<file path="config.mk">
export PLATFORM = sky130hd
export DESIGN_NAME = td4_clkgen
export DESIGN_NICKNAME = d
export VERILOG_FILES = /design/src/rtl/td4_clkgen.sv
export SDC_FILE = /design/constraint.sdc
export NUM_CORES = 1
export LEC_CHECK = 0
export ABC_CLOCK_PERIOD_IN_PS = 2500
export CAP_MARGIN = 20
export CORE_MARGIN = 2
export CORE_UTILIZATION = 45
export DETAILED_ROUTE_END_ITERATION = 16
export PLACE_DENSITY_LB_ADDON = 0.25
export SKIP_CTS_REPAIR_TIMING = 1
export SLEW_MARGIN = 5
export SYNTH_ARGS = -nofsm -noshare
export SYNTH_HDL_FRONTEND = slang
export SYNTH_SLANG_ARGS = --single-unit
</file>
<file path="constraint.sdc">
create_clock -name clock -period 2.5 [get_ports clock]
set_input_delay 0.5 -clock clock [delete_from_list [all_inputs] [get_ports clock]]
set_output_delay 0.5 -clock clock [all_outputs]
set_load 0.03 [all_outputs]
</file>
<file path="src/rtl/td4_clkgen.sv">
// td4_clkgen: machine-clock generator and front-panel conditioner for the TD4 CPU.
// Latency: raw input to debounced level DB_CYC+2 cycles, debounced step edge to mclock rise 1 cycle.
// Backpressure: none; free-running outputs, the CPU core simply follows mclock.
//
// Ports:
//   clock    board clock, all logic on its rising edge
//   reset_n  asynchronous active-low reset
//   speed_n  raw switch, 0 = fast, 1 = slow
//   mode_n   raw switch, 0 = manual step, 1 = free-run
//   step_n   raw push button, 0 = pressed
//   mclock   registered machine clock to the CPU core
//   mtick    one-cycle pulse coincident with each mclock rise
//   running  1 while in a free-run state
//
// Optional feature: define TD4_CLKGEN_STEP_EN to build manual single-step mode.
// Without it mode_n/step_n are ignored and the generator only free-runs.

// Two-flop synchronizer followed by a stable-time debouncer.
module td4_clkgen_db #(
   parameter logic [31:0] DB_CYC = 32'd1
) (
   input  logic clock,
   input  logic reset_n,
   input  logic raw,
   output logic level
);
   logic        sync1;
   logic        sync2;
   logic [31:0] cnt;

   always_ff @(posedge clock or negedge reset_n) begin
      if (!reset_n) begin
         sync1 <= 1'b1;
         sync2 <= 1'b1;
         level <= 1'b1;
         cnt   <= '0;
      end else begin
         sync1 <= raw;
         sync2 <= sync1;
         if (sync2 == level) begin
            cnt <= '0;
         end else if (cnt >= DB_CYC - 32'd1) begin
            // This is the cycle the count reaches DB_CYC: accept the new level.
            level <= sync2;
            cnt   <= '0;
         end else begin
            cnt <= cnt + 32'd1;
         end
      end
   end
endmodule

module td4_clkgen #(
   parameter int unsigned CLK_HZ      = 24_000_000,
   parameter int unsigned SLOW_HZ     = 1,
   parameter int unsigned FAST_HZ     = 10,
   parameter int unsigned DEBOUNCE_MS = 10
) (
   input  logic clock,
   input  logic reset_n,
   input  logic speed_n,
   input  logic mode_n,
   input  logic step_n,
   output logic mclock,
   output logic mtick,
   output logic running
);
   localparam logic [31:0] HALF_SLOW = 32'(CLK_HZ / (2 * SLOW_HZ));
   localparam logic [31:0] HALF_FAST = 32'(CLK_HZ / (2 * FAST_HZ));
   localparam logic [31:0] DB_CYC    = 32'((CLK_HZ / 1000) * DEBOUNCE_MS);

   logic        speed_db;
   logic [31:0] cnt;
   logic [31:0] half_m1;
   logic        div_done;

   td4_clkgen_db #(.DB_CYC(DB_CYC)) u_speed_db (
      .clock   (clock),
      .reset_n (reset_n),
      .raw     (speed_n),
      .level   (speed_db)
   );

   // Terminal count follows the debounced speed every cycle, so a switch to
   // fast while the count is already past the new terminal toggles at once.
   assign half_m1  = speed_db ? (HALF_SLOW - 32'd1) : (HALF_FAST - 32'd1);
   assign div_done = (cnt >= half_m1);

`ifdef TD4_CLKGEN_STEP_EN
   typedef enum logic [1:0] {RUN_LOW, RUN_HIGH, STEP_IDLE, STEP_HIGH} state_t;

   state_t state;
   logic   mode_db;
   logic   step_db;
   logic   step_prev;
   logic   step_fall;

   td4_clkgen_db #(.DB_CYC(DB_CYC)) u_mode_db (
      .clock   (clock),
      .reset_n (reset_n),
      .raw     (mode_n),
      .level   (mode_db)
   );

   td4_clkgen_db #(.DB_CYC(DB_CYC)) u_step_db (
      .clock   (clock),
      .reset_n (reset_n),
      .raw     (step_n),
      .level   (step_db)
   );

   // step_prev tracks in every state, so an edge seen during STEP_HIGH is
   // consumed there and a held button never produces a second step.
   assign step_fall = step_prev & ~step_db;

   always_ff @(posedge clock or negedge reset_n) begin
      if (!reset_n) begin
         state     <= RUN_LOW;
         cnt       <= '0;
         mclock    <= 1'b0;
         mtick     <= 1'b0;
         running   <= 1'b1;
         step_prev <= 1'b1;
      end else begin
         step_prev <= step_db;
         mtick     <= 1'b0;
         case (state)
            RUN_LOW: begin
               // A due toggle beats a pending mode change.
               if (div_done) begin
                  state  <= RUN_HIGH;
                  cnt    <= '0;
                  mclock <= 1'b1;
                  mtick  <= 1'b1;
               end else if (!mode_db) begin
                  state   <= STEP_IDLE;
                  cnt     <= '0;
                  running <= 1'b0;
               end else begin
                  cnt <= cnt + 32'd1;
               end
            end
            RUN_HIGH: begin
               // The high half always completes; mode is only sampled at its end.
               if (div_done) begin
                  cnt    <= '0;
                  mclock <= 1'b0;
                  if (mode_db) begin
                     state <= RUN_LOW;
                  end else begin
                     state   <= STEP_IDLE;
                     running <= 1'b0;
                  end
               end else begin
                  cnt <= cnt + 32'd1;
               end
            end
            STEP_IDLE: begin
               cnt <= '0;
               if (mode_db) begin
                  state   <= RUN_LOW;
                  running <= 1'b1;
               end else if (step_fall) begin
                  state  <= STEP_HIGH;
                  mclock <= 1'b1;
                  mtick  <= 1'b1;
               end
            end
            STEP_HIGH: begin
               // Step pulse width is always the fast half period.
               if (cnt >= HALF_FAST - 32'd1) begin
                  cnt    <= '0;
                  mclock <= 1'b0;
                  if (mode_db) begin
                     state   <= RUN_LOW;
                     running <= 1'b1;
                  end else begin
                     state <= STEP_IDLE;
                  end
               end else begin
                  cnt <= cnt + 32'd1;
               end
            end
            default: begin
               state   <= RUN_LOW;
               cnt     <= '0;
               mclock  <= 1'b0;
               running <= 1'b1;
            end
         endcase
      end
   end
`else
   typedef enum logic {RUN_LOW, RUN_HIGH} state_t;

   state_t state;
   logic   unused_inputs;

   // Manual-mode inputs have no function in this build.
   assign unused_inputs = mode_n ^ step_n;
   assign running       = 1'b1;

   always_ff @(posedge clock or negedge reset_n) begin
      if (!reset_n) begin
         state  <= RUN_LOW;
         cnt    <= '0;
         mclock <= 1'b0;
         mtick  <= 1'b0;
      end else begin
         mtick <= 1'b0;
         if (div_done) begin
            cnt <= '0;
            if (state == RUN_LOW) begin
               state  <= RUN_HIGH;
               mclock <= 1'b1;
               mtick  <= 1'b1;
            end else begin
               state  <= RUN_LOW;
               mclock <= 1'b0;
            end
         end else begin
            cnt <= cnt + 32'd1;
         end
      end
   end
`endif
endmodule
</file>
==> results.toml, run 1 <==
[worst_setup_path]
crit_path_end_kind = "register"
crit_fanout = 6
critPathArrivalTime_ns = 2.56
slowest_stage = "dfstp_2"
critical-path-top-delay-family = "compound AO/OA/AOI/OAI gates"
cpMostUsedCell = "buf_4"
crit_buf_inv = 3
criticalPathCategory = "register to register"
cp-startpoint = "u_speed_db.level$_DFFE_PN1P_"
crit-reg2reg-launch = "u_speed_db.level$_DFFE_PN1P_"
cp-start-kind = "register"
crit_path_max_incr_delay_ns = 0.53
crit_chain = "inv_1, buf_4, ha_1, a311o_1, a21oi_1, o311ai_4, buf_4, xor2_1"
crit_required_ns = 2.72

[timing]
max_freq_mhz = 428
finalCritPeriodShare = 0.936
max_slew_margin = 0.598
tightest_slew_ns = 0.603
min_period_ns = 2.34
clock_skew_ns = 0.0114
rsz0062_at_grt = "no"
setup_viol = 0
setup_tns_ns = 0
whs_ns = 0.0873
hold_viol = 0
drv_slew = 0

[die]
fp.coreArea_sq_um = 6420
io_pins = 8
start_util = 0.473
chipWidth_um = 86.2
num_rows = 29
fp.dieH_um = 86.2
dieArea_sq_um = 7420

[routing]
wl_per_cell_um = 12.9
viasPerCell = 5.05
vias = 2010
detail-route-antenna-nets = 0
wirelength_um = 5140
firstDrtPassIters = 4
drt_iter0_drc = 82
drc = 0

[logic_synthesis]
synthAdderAreaFrac = 0.0453
ys_types = 34
synth.top_cells.by_area = "dfrtp_1, xor2_1, nor2_1"
netlist_instances = 272
synthMuxAreaShare = 0
synth_top_family_by_area = "simple AND/OR/NAND/NOR gates"
synth_top_cell_by_area = "dfrtp_1"
synth_area_sq_um = 3040
yosys.area_share.simple = 0.201
synth-compound-area-share = 0.0387
yosysWarnings = 0
synth_xor_area_frac = 0.118
yosysTopAreaCellShare = 0.544
synth_seq_area_share = 0.570
synth.avg_cell_area_sq_um = 11.2
synth_seq_cells = 69

[placed_design]
dp_hpwl_um = 3460
gp_congestion = 0.755
dp.cells = 377
place_area_sq_um = 3280
io_buffers = 4

[clock_network]
cts_buffer_depth = 2
cts_sinks = 69
htree_levels = 3
insertion_delay_ns = 0.34
cts_root_buffer = "clkbuf_8"
cts_tree = "done"
clk_pin_slew_ns = 0.07
cts_buffers = 9

[pwr]
power.density_nw_per_um2 = 626
leakage_nw = 1.51
ir_drop_v = 0.000373

[worst_hold_path]
hold_class = "input port to asynchronous set/reset pin"

[flow_run]
cap_violations = 0

[finish]
area_growth_pct = 16.1
n_antenna_cell = 0
fin_cells = 398
final_nets = 332
drive_above_1_share = 0.118
final_cell_area_sq_um = 3530

[global_routing]
antenna_found_initial = 0
gr-total-overflow = 0
track_usage = 0.163
grt_pass1_vias = 2079
grt_pass1_wl_um = 9390
grt_max_degree = 32

[run_status]
status = "finished clean"
[power by group]
group | internal (mW) | switching, mW
Combinational | 0.0344 | 0.0607
Sequential | 1.15 | 0.0113
Clock | 0.542 | 0.413
[kinds of logic (layout without fill, tap and decap cells)]
logic type | after synthesis | in the layout
simple gates | 124 | 124
flops | 69 | 69
xor+xnor | 41 | 41
compound gates | 14 | 14
fa+ha+maj | 11 | 11
buf+inv | 11 | 40
other cells | 2 | 22
[flip-flops by register name (all words and copies together), names as in the netlist]
| signal | flops |
|---|---|
| state | 1 |
| u_speed_db.cnt | 32 |
| u_speed_db.level | 1 |
| u_speed_db.sync1 | 1 |
| u_speed_db.sync2 | 1 |
| mtick | 1 |
| cnt | 32 |
[worst register-to-register path, delay by kind of cell (launching register included)]
kind,cells,cell delay (ns)
DFF,1,0.53
adders and majority gates,1,0.30
AOI/OAI and AO/OA,3,0.81
xor gates and xnor gates,1,0.13
buffers and inverters,3,0.47
[metrics by stage]
| step | util | setup WS (ns) | power [mW] |
|---|---|---|---|
| after CTS | 0.543 | -0.211 | 2.23 |
| final | 0.549 | 0.161 | 2.21 |
| after floorplan | - | 0.308 | 1.22 |
| after global placement | 0.510 | -0.189 | 1.27 |
| after detailed placement | 0.510 | -0.191 | 1.27 |
| after global routing | 0.549 | 0.0636 | 2.30 |
[routing by layer]
| layer | track usage | part of all wire | vias to the layer above |
|---|---|---|---|
| met5 | 0 | 0 | - |
| met4 | 0.0823 | 0.022 | 0 |
| met3 | 0.0404 | 0.024 | 10 |
| met2 | 0.249 | 0.46 | 19 |
| met1 | 0.214 | 0.49 | 983 |
| li1 | - | - | 998 |
[Yosys cell counts]
| library cell | instances |
|---|---|
| nand4b_1 | 1 |
| nor3_1 | 5 |
| a31o_2 | 2 |
| clkbuf_1 | 1 |
| and4_1 | 3 |
| xnor2_1 | 15 |
| o21ai_0 | 3 |
| xor2_1 | 26 |
| and3_1 | 6 |
| and2_1 | 1 |
| or4_4 | 1 |
| inv_1 | 5 |
| o2111ai_1 | 1 |
| ha_1 | 11 |
| buf_4 | 1 |
| dfrtp_1 | 66 |
| a211o_1 | 1 |
| and4b_1 | 2 |
| nand2_1 | 11 |
| o31ai_1 | 1 |
| nand4_1 | 14 |
| dfstp_2 | 3 |
| conb_1 | 2 |
| nor2b_1 | 2 |
| a21oi_1 | 3 |
| nand3_1 | 17 |
| nor2_1 | 54 |
| a2bb2oi_1 | 1 |
| buf_6 | 4 |
| a311o_1 | 1 |
| o311ai_4 | 1 |
| nor3b_1 | 2 |
| nor4_1 | 4 |
| or3_1 | 1 |
[final timing paths]
kind                                           endpoint  slack (ns)  depth (start not counted)
setup reg to reg                      state$_DFFE_PN0P_        0.16                          8
max in group asynchronous  u_speed_db.level$_DFFE_PN1P_        1.73                          2
hold / removal              u_speed_db.cnt[2]$_DFF_PN0_        0.09                          1
min in group clock           u_speed_db.sync2$_DFF_PN1_        0.36                          0
setup / recovery                      state$_DFFE_PN0P_        0.16                          8
hold reg to reg              u_speed_db.sync2$_DFF_PN1_        0.36                          0
[cell usage in the layout (no fill, tap or decap), types with 2 or more instances in the layout]
cell / instances
and4_1: 3
and4b_1: 2
nand4_1: 14
dfstp_2: 3
nand2_1: 11
conb_1: 22
nor4_1: 4
xor2_1: 26
a21oi_1: 3
ha_1: 11
clkdlybuf4s50_1: 3
nor3b_1: 2
nor2_1: 54
xnor2_1: 15
nor3_1: 5
and3_1: 6
nand3_1: 17
dfrtp_1: 66
buf_4: 13
a31o_2: 2
o21ai_0: 3
nor2b_1: 2
inv_1: 5
clkbuf_8: 12
[final cells by class]
cell class	count	area [sq um]
clock buffer	13	169
timing repair buffer	19	164
tap	77	96.3
clock inverter	3	42.5
fill	554	2890
multi-input combinational	212	1310
inverter	5	18.8
sequential	69	1730
(Power assumes the default switching activity.)
==> inputs of run 2 (changes only) <==
--- a/config.mk
+++ b/config.mk
@@ -5,7 +5,6 @@
 export SDC_FILE = /design/constraint.sdc
 export NUM_CORES = 1
 export LEC_CHECK = 0
-export ABC_CLOCK_PERIOD_IN_PS = 2500
 export CAP_MARGIN = 20
 export CORE_MARGIN = 2
 export CORE_UTILIZATION = 45
==> results of run 2 <==
No change in the layout: final DEF, timing and power equal those of run 1.
